--- config.mk ---
export PLATFORM = sky130hd
export DESIGN_NAME = fp_addsub_norm_pipe
export DESIGN_NICKNAME = d
export VERILOG_FILES = /design/src/rtl/fp_addsub_norm_pipe.sv
export SDC_FILE = /design/constraint.sdc
export NUM_CORES = 1
export LEC_CHECK = 0
export ABC_AREA = 1
export BUFFER_PORTS_ARGS = -buffer_cell sky130_fd_sc_hd__buf_2
export CAP_MARGIN = 20
export CORE_MARGIN = 1.5
export CORE_UTILIZATION = 65
export DETAILED_ROUTE_END_ITERATION = 7
export PLACE_DENSITY = 0.85
export SYNTH_ARGS = -nofsm -noshare
export SYNTH_HDL_FRONTEND = slang
export SYNTH_SLANG_ARGS = --single-unit
--- constraint.sdc ---
create_clock -name clk -period 30.6 [get_ports clk]
set_input_delay 6.12 -clock clk [delete_from_list [all_inputs] [get_ports clk]]
set_output_delay 6.12 -clock clk [all_outputs]
set_load 0.05 [all_outputs]
--- src/rtl/fp_addsub_norm_pipe.sv ---
// Two-stage normalisation for the FP add/sub datapath: stage 1 counts leading zeros,
// stage 2 shifts the raw sum into place and produces mantissa, exponent and G/R/S.
module fp_addsub_norm_pipe #(
    parameter int EXP_W      = 8,
    parameter int MAN_W      = 23,
    parameter int TAG_W      = 4,
    parameter int SAT_DENORM = 0
) (
    input  logic             clk,
    input  logic             rst,
    input  logic             in_valid,
    output logic             in_ready,
    input  logic [MAN_W+9:0] sum,
    input  logic [EXP_W-1:0] c_exp,
    input  logic [TAG_W-1:0] tag,
    output logic             out_valid,
    input  logic             out_ready,
    output logic [MAN_W-1:0] norm_m,
    output logic [EXP_W+1:0] norm_e,
    output logic             neg_e,
    output logic             ovf,
    output logic             zero_sum,
    output logic             g,
    output logic             r,
    output logic             s,
    output logic [TAG_W-1:0] tag_o
);

    localparam int SUM_W = MAN_W + 10;
    localparam int SW    = SUM_W - MAN_W - 4;
    localparam int LZ_W  = $clog2(SUM_W);
    localparam int XW    = EXP_W + 2;
    localparam logic [XW-1:0] EMAX = {2'b00, {EXP_W{1'b1}}};

    // Handshake: a beat moves whenever valid and ready are both high on a rising edge;
    // a stage may load when it is empty or its content leaves in the same cycle.
    logic w_adv1, w_adv2;

    logic             r_s1_valid;
    logic [SUM_W-1:0] r_s1_sum;
    logic [EXP_W-1:0] r_s1_cexp;
    logic [LZ_W-1:0]  r_s1_lz;
    logic             r_s1_zero;
    logic             r_s1_den;
    logic [TAG_W-1:0] r_s1_tag;

    logic             r_out_valid;
    logic [MAN_W-1:0] r_norm_m;
    logic [XW-1:0]    r_norm_e;
    logic             r_neg_e, r_ovf, r_zero_sum, r_g, r_r, r_s;
    logic [TAG_W-1:0] r_tag_o;

    assign w_adv2   = ~r_out_valid | out_ready;
    assign w_adv1   = ~r_s1_valid | w_adv2;
    assign in_ready = w_adv1;

    function automatic logic [LZ_W-1:0] f_lzc(input logic [SUM_W-2:0] v);
        logic [LZ_W-1:0] n;
        logic            done;
        n    = '0;
        done = 1'b0;
        for (int i = SUM_W - 2; i >= 0; i--) begin
            if (!done) begin
                if (v[i]) done = 1'b1;
                else      n    = n + 1'b1;
            end
        end
        return n;
    endfunction

    logic [LZ_W-1:0] w_lz_raw, w_lz;
    logic            w_zero, w_den;
    logic [XW-1:0]   w_lz_x, w_cexp_x, w_cexp_m1;

    assign w_lz_raw  = f_lzc(sum[SUM_W-2:0]);
    assign w_zero    = ~|sum;
    assign w_lz_x    = {{(XW-LZ_W){1'b0}}, w_lz_raw};
    assign w_cexp_x  = {2'b00, c_exp};
    assign w_cexp_m1 = w_cexp_x - 1'b1;

    // Subnormal clamp: stop the shift one short of exponent zero so the result stays denormal.
    always_comb begin
        w_lz  = w_lz_raw;
        w_den = 1'b0;
        if (SAT_DENORM != 0 && w_lz_x >= w_cexp_x) begin
            w_den = 1'b1;
            w_lz  = (c_exp == '0) ? '0 : w_cexp_m1[LZ_W-1:0];
        end
    end

    always_ff @(posedge clk) begin
        if (rst) begin
            r_s1_valid <= 1'b0;
            r_s1_sum   <= '0;
            r_s1_cexp  <= '0;
            r_s1_lz    <= '0;
            r_s1_zero  <= 1'b0;
            r_s1_den   <= 1'b0;
            r_s1_tag   <= '0;
        end else begin
            if (w_adv1) r_s1_valid <= in_valid;
            if (in_valid && w_adv1) begin
                r_s1_sum  <= sum;
                r_s1_cexp <= c_exp;
                r_s1_lz   <= w_lz;
                r_s1_zero <= w_zero;
                r_s1_den  <= w_den;
                r_s1_tag  <= tag;
            end
        end
    end

    logic [SUM_W-2:0] w_shl [0:LZ_W];
    assign w_shl[0] = r_s1_sum[SUM_W-2:0];

    genvar k;
    generate
        for (k = 0; k < LZ_W; k++) begin : g_shl
            assign w_shl[k+1] = r_s1_lz[k] ? (w_shl[k] << (1 << k)) : w_shl[k];
        end
    endgenerate

    logic [SUM_W-2:0] w_sh;
    logic [MAN_W-1:0] w_m;
    logic [XW-1:0]    w_e;
    logic             w_g, w_r, w_s, w_neg, w_ovf;

    assign w_sh = w_shl[LZ_W];

    always_comb begin
        w_m = w_sh[SUM_W-3:SW+2];
        w_g = w_sh[SW+1];
        w_r = w_sh[SW];
        w_s = |w_sh[SW-1:0];
        w_e = r_s1_den ? '0 : (w_cexp2_x() - {{(XW-LZ_W){1'b0}}, r_s1_lz});
        if (r_s1_zero) begin
            w_m = '0;
            w_g = 1'b0;
            w_r = 1'b0;
            w_s = 1'b0;
            w_e = '0;
        end else if (r_s1_sum[SUM_W-1]) begin
            // Carry-out: one right shift, the dropped LSB folds into sticky.
            w_m = r_s1_sum[SUM_W-2:SW+3];
            w_g = r_s1_sum[SW+2];
            w_r = r_s1_sum[SW+1];
            w_s = |r_s1_sum[SW:0];
            w_e = w_cexp2_x() + 1'b1;
        end
    end

    function automatic logic [XW-1:0] w_cexp2_x();
        return {2'b00, r_s1_cexp};
    endfunction

    assign w_neg = w_e[XW-1];
    assign w_ovf = ~w_e[XW-1] & (w_e >= EMAX);

    always_ff @(posedge clk) begin
        if (rst) begin
            r_out_valid <= 1'b0;
            r_norm_m    <= '0;
            r_norm_e    <= '0;
            r_neg_e     <= 1'b0;
            r_ovf       <= 1'b0;
            r_zero_sum  <= 1'b0;
            r_g         <= 1'b0;
            r_r         <= 1'b0;
            r_s         <= 1'b0;
            r_tag_o     <= '0;
        end else begin
            if (w_adv2) r_out_valid <= r_s1_valid;
            if (r_s1_valid && w_adv2) begin
                r_norm_m   <= w_m;
                r_norm_e   <= w_e;
                r_neg_e    <= w_neg;
                r_ovf      <= w_ovf;
                r_zero_sum <= r_s1_zero;
                r_g        <= w_g;
                r_r        <= w_r;
                r_s        <= w_s;
                r_tag_o    <= r_s1_tag;
            end
        end
    end

    logic w_unused;
    assign w_unused = &{1'b0, w_sh[SUM_W-2], w_cexp_m1[XW-1:LZ_W]};

    assign out_valid = r_out_valid;
    assign norm_m    = r_norm_m;
    assign norm_e    = r_norm_e;
    assign neg_e     = r_neg_e;
    assign ovf       = r_ovf;
    assign zero_sum  = r_zero_sum;
    assign g         = r_g;
    assign r         = r_r;
    assign s         = r_s;
    assign tag_o     = r_tag_o;

endmodule

Word-level counts from Yosys, hierarchy flattened --
Index checks and enable logic that the tools add are counted.
Word-level totals: register bits after elaboration 97, output and inout bits 45, word-level logic and storage cells 202
Operators by class: add/subtract/negate cells 33, $lt $le $gt $ge 1, multiplexer cells 140, bitwise gates (word level) 6, reduce and logical (&&, ||, !) cells 6
Operators with widths (count):
- two-way mux 6 bit | 62
- adder 6 x 1 -> 6 bit, second input constant | 31
- two-way mux 31 bit | 6
- two-way mux 1 bit | 68
- two-way mux 23 bit | 2
- OR reduction 33 bit | 1
- two-way mux 10 bit | 2
- >= comparator 10 x 8 -> 1 bit, second input constant | 1
- adder 8 x 1 -> 9 bit, second input constant | 1
- subtractor 8 x 6 -> 9 bit | 1
- OR reduction 7 bit | 1
- OR reduction 6 bit | 1
- NOT 1 bit | 3
- logical AND 1 bit | 2
- OR 1 bit | 2
- bitwise AND 1 bit | 1
- zero test 1 bit | 1

Depth between registers and ports, before layout --
Gate-level depths: netlist of the first run.
depth in word-level cells 94, depth in mapped cells 103

Worst setup path after synthesis of the first run --
OpenSTA, ideal clock, no wires.
path type in2reg, start input sum[30], end register r_s1_lz[5], library setup time 0.109 ns, arrival time 18.000 ns, required time 30.491 ns, slack 12.491 ns, stages 94, path buffers 0, cell sequence nor2_4 -> a21oi_1 -> ha_1 -> inv_1 -> a21boi_0 -> ha_1 -> nand2_1 -> o211ai_1 -> nand2_1 -> nand2_1 -> nand3_1 -> nand2_1 -> ha_1 -> nand2_1 -> o21a_1 -> xor2_1 -> nand2_1 -> o21ai_0 -> [58 not listed] -> inv_1 -> ha_1 -> nor2_1 -> nor2_1 -> ha_1 -> o21a_1 -> inv_1 -> nor2_1 -> ha_1 -> nand2_1 -> or4_1 -> nand3b_4 -> nor2_2 -> nand3_1 -> nand2_1 -> nand3_1 -> nand2_1 -> inv_1
On the way: longest elaborated chain between the ends 92, elaborated cells on any way between the ends 123, those cells by class add/sub (30); mux (93)
Ends and longest elaborated chain:
- start: declaration | RTL line 13 | input logic [MAN_W+9:0] sum,
- two-way mux 6 bit | RTL line 64 | if (v[i]) done = 1'b1;
- two-way mux 6 bit | RTL line 63 | if (!done) begin
- adder 6 x 1 -> 6 bit | RTL line 65 | else n = n + 1'b1;
- two-way mux 6 bit | RTL line 64
- two-way mux 6 bit | RTL line 63
- adder 6 x 1 -> 6 bit | RTL line 65
- two-way mux 6 bit | RTL line 64
- two-way mux 6 bit | RTL line 63
- [76 not listed]
- two-way mux 6 bit | RTL line 64
- two-way mux 6 bit | RTL line 63
- adder 6 x 1 -> 6 bit | RTL line 65
- two-way mux 6 bit | RTL line 64
- two-way mux 6 bit | RTL line 63
- adder 6 x 1 -> 6 bit | RTL line 65
- two-way mux 6 bit | RTL line 64
- two-way mux 6 bit (*) | RTL line 63
- end signal: assignment | RTL line 105 | r_s1_lz <= w_lz;
- end: declaration | RTL line 42 | logic [LZ_W-1:0] r_s1_lz;
Every way passes the cells marked *; elsewhere a longest branch is shown, timed or not. A chain may end at the register's enable or synchronous reset.

Final worst setup path of the first run --
Ends and elaborated chain as after synthesis.

==> metrics, run 1 <==
post-synthesis async set-or-reset flop share=0%; total number of vias=9498; synthesized flop and latch total=96; most frequent cells in the layout=nand2_1 (418), inv_1 (206), o21ai_0 (156), nor2_1 (131), a21oi_1 (98); final antenna-violating net count=0; Fin Hold WS=0.461 ns; max-cap violations=0; Slowest cell on crit path=or4_1; Total Wirelength=between 20000 and 25000 um; initial antenna violation count=0; row cnt=42; worst-path fanout max=8; Initial Utilization=66.9%; initial DRC count=845; max-slew violations=0; first element of the critical path=sum[30]; n_diodes=0; total power=0.000355 W; DR pass1 iterations=6; Main synth FF type=dfxtp_1; DRC viols=0; Post-CTS Repair Setup Buffers=0; Syn Inst Count=1498; CP Capture Type=flip-flop; clk_lat worst skew=0.36 ns; RSZ-0062 raised after global routing=false; Clock Skew=0.0107 ns; Critical R2R Launch=r_s1_lz[2]$_SDFFE_PP0P_; Die H=120 um; final hold vios=0; post-DP HPWL=16700 um; Pwr Density=around 37 nW/um2; Peak VDD IR=0.0268 mV; YS warnings=0; WP buf/inv=9; Port Buffers=between 90 and 100; met1 WL=10500 um; clk sinks=96; DR WL met2=9620 um; area delta synth->final=8.86%; nets=1631; post-route setup TNS=0 ns; Setup CP Type=primary input to flip-flop; cell mode on critical path=nand2_1; vias per cell=around 5.5; total global-route track usage=31.4%; final design utilization=72.8%; pin count of the biggest net entering global routing=80; post-route setup slack=11.27 ns; Setup violations, final=0; clock-pin slew on the worst setup and hold paths=0.07 ns; crit share post-route=63.2%; required time worst endpoint=30.85 ns; worst hold-check path type=flip-flop to flip-flop; die area=14300 um2; CP endpoint=r_s1_lz[5]$_SDFFE_PP0P_; Core Box Area=13200 um2; fraction of layout cells with a size suffix above 1=10.8%; first-pass GRT wire length=37700 um; synthesized cell area=8850 um2; outcome=finished clean; CP top delay family=adder cells; commonest non-fill, non-tap cell in the layout=nand2_1; Post-CTS Hold Buffers=0; Netlist cell types=47; die width=120 um; CP Depth=95; gp weighted congestion=roughly 0.98; CTS tree=yes; Fmax=0.0517 GHz; number of CTS-inserted buffers=9; Post-synth EDFFs=0; P_leak=5.20 nW; critical path arrival=a little under 20 ns; Worst R2R End=ovf$_SDFFE_PP0P_; sequential cell area fraction in the yosys report=between 20 and 25%; post-CTS resize count=0; R2R setup slack=26.42 ns; vias in the first global route=8378; Clock Path Buffers=2; WL per Instance=12.7 um; element type at the critical path start=primary input; H-tree Lvls=3; syn_nets=1583; Worst-Margin Slew=1.03 ns; I/O pins=between 90 and 100; worst slack, placed=11.07 ns; syn avg cell area=just under 6 um2; root buffer cell=clkbuf_16; fin crit period=19.33 ns; Slew HR=31.6%; cells on worst reg2reg path=16; Congestion Overflow GR=0; Top Layer Used=met4; Worst path max stage delay=0.40 ns; wire length on met3=about 1400 um
[stage by stage]
stage,cells,cell area (um2)
finish,1727,9640
global route,1727,9640
CTS,1727,9640
detailed placement,1711,9340
global placement,1711,9340
floorplan,1498,8850
[worst reg2reg max path, cell delays in order (launching register included)]
cell	delay, ns
dfxtp_1	0.96
inv_1	0.72
ha_1	0.55
nand2_1	0.08
nor2_1	0.04
a211oi_1	0.30
nor2_1	0.10
nor2_1	0.11
nor2_1	0.07
nor2_1	0.08
nor2_1	0.06
nor4_1	0.25
a31oi_1	0.10
a21o_1	0.23
o41ai_1	0.23
nand2_1	0.11
a21oi_1	0.13
[how the worst min path moves through the flow]
| stage | from | to | slack [ns] | cells after the start |
|---|---|---|---|---|
| 2_1_floorplan | r_s1_sum[30]$_SDFFE_PP0P_ | r_s1_sum[30]$_SDFFE_PP0P_ | 0.44 | 2 |
| 3_3_place_gp | norm_m[9]$_SDFFE_PP0P_ | norm_m[9]$_SDFFE_PP0P_ | 0.45 | 2 |
| 3_5_place_dp | norm_m[9]$_SDFFE_PP0P_ | norm_m[9]$_SDFFE_PP0P_ | 0.45 | 2 |
| 4_1_cts | norm_m[9]$_SDFFE_PP0P_ | norm_m[9]$_SDFFE_PP0P_ | 0.46 | 2 |
| 5_1_grt | norm_m[9]$_SDFFE_PP0P_ | norm_m[9]$_SDFFE_PP0P_ | 0.48 | 2 |
| 6_report | norm_m[9]$_SDFFE_PP0P_ | norm_m[9]$_SDFFE_PP0P_ | 0.46 | 2 |
[metal layers]
metal	GRT usage, %	vias up
met4	7.37	0
met3	3.61	32
met5	0	-
met2	51.7	301
li1	-	4969
met1	44.1	4196
[cells by family after synthesis]
group / share of synthesized area (%)
AND/OR/NAND/NOR: 36.9
AO/OA/AOI/OAI: 20.0
buffers and inverters: 12.5
flip-flops: 21.7
adder cells (fa/ha/maj): 5.17
XOR/XNOR: 1.78
multiplexers: 1.92
[synth_stat cells, drive strengths merged (5+ instances only)]
library cell  instances  share of area (%)
a211oi                6               0.51
a21oi                98                5.5
buf                   7               0.38
clkbuf               53                2.2
dfxtp                96                 22
ha                   35                4.9
inv                 228                9.9
mux2i                17                1.9
nand2               421                 18
nand3                97                5.5
nand3b                5               0.57
nand4                23                1.8
nor2                157                9.9
nor3                 11               0.62
o211ai               12                1.0
o21ai               158                8.9
o221ai               11                1.1
o22ai                14               0.99
xor2                 15                1.5
[registers in the layout, summed over array words and instances, names as in the netlist]
register,flops
g,1
norm_e,10
norm_m,23
out_valid,1
ovf,1
r,1
r_s1_cexp,8
r_s1_lz,6
r_s1_sum,33
r_s1_tag,4
r_s1_valid,1
r_s1_zero,1
s,1
tag_o,4
zero_sum,1
[power by group]
group          total, W  switching [W]  internal (W)  leakage [nW]
clock          0.000113      0.0000552     0.0000577         0.147
sequential     0.000140     0.00000676      0.000133         0.791
combinational  0.000103      0.0000714     0.0000313          4.26
[final cells by class]
class                      count  area (um2)
clock buffer                   9         225
clock inverter                 7        73.8
fill                        1211        3600
inverter                     229         877
multi-input combinational   1113        5820
sequential                    96        1920
tap                          176         220
timing repair buffer          97         495
Power figures use the tool's default switching activity.
==> run 2, diff against run 1 <==
Settings changed: CORE_UTILIZATION 65 to 61, PLACE_DENSITY 0.85 to 0.8.
Clock period 30.6 ns to 19.2 ns, I/O delays scaled along.
==> run 2 against run 1 <==
Compared with the run above:
- register-to-register slack worse by 11 ns
- global-route usage down 2.7 points
- clock power up 56%
- non-clock buffer count unchanged
- total power up 58%
- utilization down 4.2 points
- sequential cell count unchanged
==> metrics, run 2 (synthesis results as in run 1) <==
outcome=finished clean; n_diodes=0; Fmax=0.0595 GHz; Hold Path Origin=ovf$_SDFFE_PP0P_; Die H=around 120 um; Fin Hold WS=0.466 ns; H-tree Lvls=3; fin crit period=approximately 17 ns; post-DP HPWL=16900 um; first-pass GRT wire length=36000 um; max-slew violations=0; Setup violations, final=0; Slowest cell on crit path=or4_1; cell mode on critical path=nand2_1; CTS tree=yes; pin count of the biggest net entering global routing=80; fraction of layout cells with a size suffix above 1=10.7%; element type at the critical path start=primary input; Worst-Margin Slew=1.01 ns; worst slack, placed=2.08 ns; vias per cell=5.42; Top Usage Layer GRT=met2; die area=approximately 15000 um2; met1 Use GR=approximately two fifths; Biggest register=r_s1_sum; initial antenna violation count=0; Clock Skew=0.0108 ns; Total Wirelength=21500 um; final antenna-violating net count=0; clock-pin slew on the worst setup and hold paths=approximately 0.07 ns; gp weighted congestion=0.952; most frequent cells in the layout=nand2_1 (418), inv_1 (206), o21ai_0 (156), nor2_1 (131), a21oi_1 (98); M2 GR Usage=46.6%; Slew HR=32.3%; worst hold-check path type=flip-flop to flip-flop; total number of vias=9381; Core Box Area=~14000 um2; Port Buffers=93; DRC viols=0; max reg flops=33; Clock Path Buffers=2; area delta synth->final=8.85%; Congestion Overflow GR=0; DR pass1 iterations=8; Peak VDD IR=0.0358 mV; clk sinks=96; P_leak=around 5.2 nW; die width=123 um; Post-CTS Repair Setup Buffers=0; required time worst endpoint=19.44 ns; root buffer cell=clkbuf_16; max-cap violations=0; Setup CP Type=primary input to flip-flop; DP Area=~9300 um2; total power=around 0.00056 W; nets=1631; clk_lat worst skew=between 0.3 and 0.4 ns; met3 Track Usage GR=3.09%; Pwr Density=58.2 nW/um2; commonest non-fill, non-tap cell in the layout=nand2_1; Worst path max stage delay=0.39 ns; final instance area=about 9600 um2; WL per Instance=12.4 um; final hold vios=0; RSZ-0062 raised after global routing=false; cells on worst reg2reg path=17; Fill cells=1343; Critical R2R Launch=r_s1_lz[2]$_SDFFE_PP0P_; I/O pins=94; post-route setup TNS=0 ns; initial DRC count=660; critical path arrival=about 17 ns; CP Capture Type=flip-flop; Post-CTS Hold Buffers=0; Initial Utilization=63.0%; total global-route track usage=28.7%; R2R setup slack=15.16 ns; post-CTS resize count=0; number of CTS-inserted buffers=9; WHS Path Cells=2; row cnt=43; post-route setup slack=~2.4 ns; vias in the first global route=8154; Worst R2R End=ovf$_SDFFE_PP0P_; crit share post-route=87.5%; Worst Hold End=ovf$_SDFFE_PP0P_; worst-path fanout max=8
==> run 2: cell count changes in the layout (fill, tap and decap cells not counted) <==
cell,before,now
clkinv_4,3,1
clkinvlp_4,0,1
clkinv_8,1,0
clkbuf_8,0,2
inv_8,2,1
clkbuf_1,0,1
==> run 2: cell type report <==
type                    count  area (um2)  share of cell area [%]
well taps                 180         225                    2.34
multi-input cells        1113        5820                    60.4
inverters                 229         877                    9.10
clock buffers              12         256                    2.66
flip-flops and latches     96        1920                    19.9
clock inverters             4        36.3                   0.377
repair buffers             97         495                    5.14
==> run 2: through the flow <==
step	util, %	std cells
floorplan	-	1498
global placement	66.5	1715
detailed placement	66.5	1715
CTS	68.6	1731
finish	68.6	1731
global route	68.6	1731
==> run 2: where the power goes <==
part,switching (W),internal [W]
clock network,0.0000797,0.0000967
logic,0.000112,0.0000498
registers,0.0000107,0.000212
total,0.000203,0.000359
==> run 2: worst max-delay path by stage <==
stage,from,to,slack (ns),cells after the start
after floorplan,sum[30],r_s1_lz[5]$_SDFFE_PP0P_,3.37,94
after global placement,sum[30],r_s1_lz[5]$_SDFFE_PP0P_,2.59,95
after global routing,sum[30],r_s1_lz[5]$_SDFFE_PP0P_,0.86,95
after CTS,sum[30],r_s1_lz[5]$_SDFFE_PP0P_,2.42,95
final,sum[30],r_s1_lz[5]$_SDFFE_PP0P_,2.40,95
after detailed placement,sum[30],r_s1_lz[5]$_SDFFE_PP0P_,2.08,95
==> run 2: layer usage <==
layer  routed length, um  part of all wire, %
met5                   0                    0
met4                 269                  1.2
met3                1170                  5.4
met2                9250                   43
met1               10800                   50
==> run 2: critical path, delay by kind of cell <==
family	cells	cell delay, ns
simple gates	45	4.33
compound gates	20	2.76
xor+xnor	5	0.82
buf+inv	9	0.55
fa+ha+maj	16	4.78
